**config.mk**
```make
export PLATFORM = sky130hd
export DESIGN_NAME = sram
export DESIGN_NICKNAME = d
export VERILOG_FILES = /design/src/rtl/sram_pkg.sv /design/src/rtl/sram_array.sv /design/src/rtl/sram.sv
export SDC_FILE = /design/constraint.sdc
export NUM_CORES = 2
export LEC_CHECK = 0
export ABC_AREA = 1
export BUFFER_PORTS_ARGS = -buffer_cell sky130_fd_sc_hd__buf_4
export CORE_UTILIZATION = 50
export DETAILED_ROUTE_END_ITERATION = 6
export HOLD_SLACK_MARGIN = 0.06
export PLACE_DENSITY_LB_ADDON = 0.05
export REMOVE_ABC_BUFFERS = 1
export SYNTH_ARGS = -nofsm -noshare
export SYNTH_HDL_FRONTEND = slang
export SYNTH_SLANG_ARGS = --single-unit
export TNS_END_PERCENT = 10
```
**constraint.sdc**
```tcl
create_clock -name Clock -period 3.7 [get_ports Clock]
set_input_delay 0 -clock Clock [delete_from_list [all_inputs] [get_ports Clock]]
set_output_delay 0 -clock Clock [all_outputs]
set_load 0.05 [all_outputs]
```
**src/rtl/sram_pkg.sv**
```systemverilog
// Shared sizing constants and word type for the 256x8 scratch RAM.
package sram_pkg;

   localparam int unsigned SRAM_DATA_WIDTH = 8;
   localparam int unsigned SRAM_ADDR_WIDTH = 8;
   localparam int unsigned SRAM_DEPTH      = 2 ** SRAM_ADDR_WIDTH;

   typedef logic [SRAM_DATA_WIDTH-1:0] word_t;

endpackage : sram_pkg

```
**src/rtl/sram_array.sv**
```systemverilog
// Bare storage: synchronous write port, combinational read port.
// There is no reset; contents survive the block reset.
module sram_array
   import sram_pkg::*;
#(
   parameter int unsigned DATA_WIDTH = SRAM_DATA_WIDTH,
   parameter int unsigned ADDR_WIDTH = SRAM_ADDR_WIDTH,
   parameter int unsigned DEPTH      = SRAM_DEPTH
) (
   input  logic                  clk,
   input  logic                  wr_en,
   input  logic [ADDR_WIDTH-1:0] addr,
   input  logic [DATA_WIDTH-1:0] wr_data,
   output logic [DATA_WIDTH-1:0] rd_data_c
);

   logic [DATA_WIDTH-1:0] mem_q [DEPTH];

   always_ff @(posedge clk) begin
      if (wr_en) begin
         mem_q[addr] <= wr_data;
      end
   end

   assign rd_data_c = mem_q[addr];

endmodule : sram_array

```
**src/rtl/sram.sv**
```systemverilog
// Single-port synchronous RAM: enable decode plus a resettable read register.
// A write wins over a simultaneous read; the read register then holds.
module sram
   import sram_pkg::*;
#(
   parameter int unsigned DATA_WIDTH = SRAM_DATA_WIDTH,
   parameter int unsigned ADDR_WIDTH = SRAM_ADDR_WIDTH,
   parameter int unsigned DEPTH      = 2 ** ADDR_WIDTH
) (
   input  logic                  Clock,
   input  logic                  Reset_n,
   input  logic [DATA_WIDTH-1:0] dataIn,
   output logic [DATA_WIDTH-1:0] dataOut,
   input  logic [ADDR_WIDTH-1:0] Addr,
   input  logic                  ChipSelect,
   input  logic                  WriteEnable,
   input  logic                  ReadEnable
);

   logic                  wr_en_c;
   logic                  rd_en_c;
   logic [DATA_WIDTH-1:0] rd_data_c;
   logic [DATA_WIDTH-1:0] dout_d;
   logic [DATA_WIDTH-1:0] dout_q;

   // Reset_n gates the write so an edge seen while in reset never commits.
   always_comb begin
      wr_en_c = 1'b0;
      rd_en_c = 1'b0;
      if (Reset_n && ChipSelect) begin
         wr_en_c = WriteEnable;
         rd_en_c = ReadEnable && !WriteEnable;
      end
   end

   sram_array #(
      .DATA_WIDTH (DATA_WIDTH),
      .ADDR_WIDTH (ADDR_WIDTH),
      .DEPTH      (DEPTH)
   ) u_array (
      .clk       (Clock),
      .wr_en     (wr_en_c),
      .addr      (Addr),
      .wr_data   (dataIn),
      .rd_data_c (rd_data_c)
   );

   always_comb begin
      dout_d = dout_q;
      if (rd_en_c) begin
         dout_d = rd_data_c;
      end
   end

   always_ff @(posedge Clock or negedge Reset_n) begin
      if (!Reset_n) begin
         dout_q <= '0;
      end else begin
         dout_q <= dout_d;
      end
   end

   assign dataOut = dout_q;

endmodule : sram

```
Word level (Yosys, flattened, before mapping). Memories as Yosys holds them, arrays and structs flattened. A register that Yosys moved wholly into a read port is not among the register bits. Cells that the tools add are included.

$add $sub $neg: 0. Multipliers: 0. Divide/modulo/power cells: 0. $lt $le $gt $ge: 0. Equality and inequality tests: 0. Shifts and indexed selects: 0. Multiplexer cells: 4. Bitwise gates (word level): 0. Reductions and logical operators: 4.

Operator list (number): $mux 1 (4); $logic_and 1x1->1 (2); $logic_not 1->1 (2).

Register bits: 0. Bits in latches: 0. RAM bits: 2048. Memory bits (read-only): 0. Output and inout bits: 8. Memories kept: 1.

Memories: u_array.mem_q (words 256, bits a word 8, read ports 1, clocked after Yosys merged registers in 1, wr ports 1, line sram_array.sv:17) `logic [DATA_WIDTH-1:0] mem_q [DEPTH];`.

Depth between registers and ports, before layout.
Word-level depth: 4. Mapped depth: 19.

By module. From an unflattened synthesis, not the netlist that was laid out.

Cell total of the unflattened synthesis: 8052. Area total of the unflattened synthesis: 85046.6 um^2.

By module, submodules not included: sram_array (times used 1, cells each 8013, area each 84696.2 um^2, sequential area each 61499.0 um^2); sram (times used 1, cells each 39, area each 350.3 um^2, sequential area each 200.2 um^2).

Least setup slack after synthesis. Ideal clock, no wire load.

Kind: input port to flip-flop. Start: input port Addr[0]. End: memory u_array.mem_q[192][0] (netlist bit), enable pin. Setup time: 0.370 ns. Data arrival time: 1.622 ns. Setup slack: 1.708 ns. Stages on the path: 9. Buffers on the path: 4. Path through: buf_4 > nor2_1 > buf_2 > buf_2 > inv_1 > nor2_1 > nand2_1 > clkbuf_1 > nor2_1.

RTL lines: start: declaration (line sram.sv:14) `input logic [ADDR_WIDTH-1:0] Addr,`; end: declaration (line sram_array.sv:17).

No word-level cell before the write port.

Worst setup path after layout.
Start: input port Reset_n. End: register dout_q[4] (netlist: dataOut[4]) (read register of u_array.mem_q).

Cells in the longest elaborated chain, start to end: 2.

Ends and longest elaborated chain: start: declaration (line sram.sv:11) `input logic Reset_n,`; $logic_and 1x1->1 (line sram.sv:30) `if (Reset_n && ChipSelect) begin`; $mux 1 (line sram.sv:30); end: declaration (line sram.sv:24) `logic [DATA_WIDTH-1:0] dout_q;`.

No other way between the ends.

==> key figures <==
Clock tree
  – CTS tree: yes
  – Clock Latency Late Sink: 0.87 ns
  – Clock-pin slew on the worst setup and hold paths: 0.06 ns
  – Inserted Clock Buffers: 210
  – Root Buffer: clkbuf_16
  – Sink Count: 2056
  – CTS resizes: 0
  – # H-tree levels: 4
  – Max Root-Sink Buffers: 3

Worst setup path
  – Register-to-Register Path Depth: 15
  – R2R Path Start: u_array.mem_q[68][4]
  – Sum of buffers and inverters on the critical path: 6
  – Startpoint types: input pin
  – CP required: 4.46 ns
  – CP Cell Sequence: dlygate4sd3_1 -> buf_4 -> dlygate4sd3_1 -> buf_4 -> nand3_1 -> nor2_2 -> dlygate4sd3_1 -> nand2_1 -> nor2_1 -> dlygate4sd3_1 -> nor2_1
  – Critical path's largest stage delay: 0.93 ns
  – Worst path slowest cell: dlygate4sd3_1
  – R2R setup slack: 0.99 ns
  – Critical Path Most Common Cell: dlygate4sd3_1
  – Worst R2R End: dataOut[4]
  – CP Class: in2reg
  – Delay-heaviest family, CP: buffers and inverters
  – CP max FO: 9
  – Crit. End Element: register
  – CP Data Arrival Time: 3.93 ns

Timing
  – Final hold violations: 0
  – Period utilization: 85.7%
  – Slew Viols, Final: 0
  – Crit path time final: 3.17 ns
  – Setup TNS: 0 ns
  – Hold WS: 0.110 ns
  – Finish-stage setup viols: 0
  – Clock skew: 0.0407 ns
  – Max-Slew Margin vs Limit: 28.3%
  – Fmax: 315 MHz
  – Unrepaired setup endpoints after global routing: no
  – Final worst slack: 0.530 ns
  – Worst-Margin Slew: 1.08 ns

GRT
  – Initial antenna violation count: 3
  – Number of global-route vias before repair: 52900
  – Largest net degree at the start of global routing: 151
  – First-pass GRT wire length: 354 mm
  – Overflow after GRT: 0
  – GRT Total Usage: 28.3%

Route
  – Initial DRC count: 5942
  – Vias per inst: 5.45
  – Final WL: 241 mm
  – DR pass1 iterations: 6
  – # DRC: 0
  – Antenna Nets Post-Route: 0
  – Wirelength per Cell: 23.5 um
  – DR vias: 55700

Floorplanning
  – I/O pin count: 29
  – Die ar.: 0.170 sq mm
  – Die H: 412 um
  – Num rows: 150
  – Die width: 412 um
  – Initial Util: 50.4%
  – Core footprint: 0.167 sq mm

Pwr
  – P per Cell Area: 519 mW/mm^2
  – Lkg Pwr: 36.3 nW
  – P_sw: 0.0114 W
  – Power Internal: 0.0379 W
  – Clk pwr share: 41.8%
  – Switching Share: 23.0%
  – Logic pwr share: 6.0%
  – Maximum vdd drop: 570 uV
  – Flop pwr share: 52.2%

Placed design
  – Placed standard-cell area: 0.0882 sq mm
  – Port Buffers: 28
  – Dpl hpwl: 138 mm
  – Dpl ws: 0.446 ns
  – GPL Wtd Cong: 0.840

Synth
  – Post-synth EDFFs: 2048
  – Mux share of post-synthesis cell area: 0%
  – Synth async-reset ratio: 0.389%
  – Leading post-synthesis cells by cell area: edfxtp_1 73%, nand2_1 18%, nor2_1 2.7%
  – Yosys top cell area share: 73.1%
  – Main combinational cell family by area after synthesis: simple AND/OR/NAND/NOR gates
  – Most common cell in the synthesized netlist: nand2_1
  – Post-synth cell types: 21
  – Synthesized cell area: 0.0841 sq mm
  – XOR/XNOR share of the synthesized area: 0%
  – Most frequent cells after synthesis: 3982 x nand2_1, 2048 x edfxtp_1, 612 x nor2_1
  – Register area share after synthesis: 73.4%
  – Mean Syn Cell Area: 10.9 sq um
  – Area leader, netlist: edfxtp_1
  – Synth Instances: 7704
  – Top FF cell, synth: edfxtp_1
  – Synth Area in Adders: 0%
  – Flops & latches, synth: 2056
  – Post-Synth Simple-Gate Area: 23.5%
  – Yosys warns: 0
  – Synth Area in Compound Gates: 0.705%

Min path
  – Worst Hold Class: in2reg
  – Hold path depth: 5
  – Hold endpoint: u_array.mem_q[170][2]
  – Hold_sp: Addr[2]

Layout
  – Design area: 0.0950 sq mm
  – Share of layout cells above drive strength 1: 8.05%
  – Layout area overhead: 12.9%
  – Fillers: 14300
  – Nets@finish: 7869

Run status
  – Outcome: finished clean

Run
  – Max Cap Viol: 0
## sequential cells by signal (all words and copies together), names as in the netlist
name / flops
u_array.mem_q: 2048
dataOut: 8
## kinds of logic after synthesis
| family | count (synthesis) |
|---|---|
| compound gates | 118 |
| buf+inv | 460 |
| flops | 2056 |
| simple gates | 5070 |
## worst min-delay path, delay by kind of cell
family,cells,cell delay (ns)
simple gates,3,0.40
buf+inv,2,0.33
## power by group through the flow
stage / combinational (W) / sequential (W) / clock [W]
after floorplan: 0.00130 / 0.0262 / 0
after global placement: 0.00290 / 0.0262 / 0
after detailed placement: 0.00292 / 0.0262 / 0
after CTS: 0.00295 / 0.0257 / 0.0209
after global routing: 0.00319 / 0.0257 / 0.0217
final: 0.00294 / 0.0257 / 0.0206
## stage by stage
step | util [%] | total power, W | cells
6_report | 56.9 | 0.0493 | 10200
5_1_grt | 56.8 | 0.0506 | 10200
4_1_cts | 56.8 | 0.0495 | 10200
3_5_place_dp | 52.8 | 0.0291 | 9821
3_3_place_gp | 52.8 | 0.0291 | 9821
2_1_floorplan | - | 0.0275 | 7281
## cells in the final DEF (no fill, tap or decap), types with 2 or more instances in the layout
cell,n
inv_6,7
nand3_1,342
buf_12,38
inv_1,34
o21ai_0,44
a21oi_1,56
buf_4,288
clkinvlp_4,5
clkbuf_1,45
buf_8,10
clkbuf_8,3
nand2_1,3968
clkinv_8,2
edfxtp_1,2048
clkbuf_16,210
nor2_1,607
nand2_2,14
dlygate4sd3_1,19
dfrtp_1,8
nor2_4,6
o21ai_1,17
clkinv_2,36
clkinv_1,55
nand4_1,130
clkinv_16,2
inv_16,5
bufinv_16,16
## how the worst max path moves through the flow
stage | depth (start not counted) | endpoint | startpoint
3_3_place_gp | 16 | dataOut[3] | Addr[1]
2_1_floorplan | 5 | u_array.mem_q[140][0] | Addr[1]
3_5_place_dp | 16 | dataOut[3] | Addr[1]
5_1_grt | 17 | dataOut[1] | Addr[3]
4_1_cts | 17 | dataOut[4] | Addr[3]
6_report | 11 | dataOut[4] | Reset_n
## layer usage
metal	global-route usage [%]	vias to the layer above	wire length, um
li1	-	26000	-
met1	41.0	27400	106000
met2	45.0	1877	113000
met3	4.11	333	16100
met4	7.91	2	5840
met5	0	-	12
## timing repair
item                       4_1_cts  5_1_grt
hold buffers                    19        0
setup endpoints to repair        0        0
setup buffers                    0        0
hold endpoints to repair      1836        0
## final cells by class
| cell class | instances | area, sq um | share of cell area (%) |
|---|---|---|---|
| diodes | 1 | 2.50 | 0.00264 |
| clock buffers | 258 | 5470 | 5.76 |
| clock inverters | 127 | 1140 | 1.20 |
| inverters | 37 | 165 | 0.174 |
| multi-input cells | 5188 | 20500 | 21.6 |
| flip-flops and latches | 2056 | 61700 | 65.0 |
| well taps | 2204 | 2760 | 2.90 |
| repair buffers | 355 | 3260 | 3.44 |
Note: power is estimated with default switching activity, not from simulation.
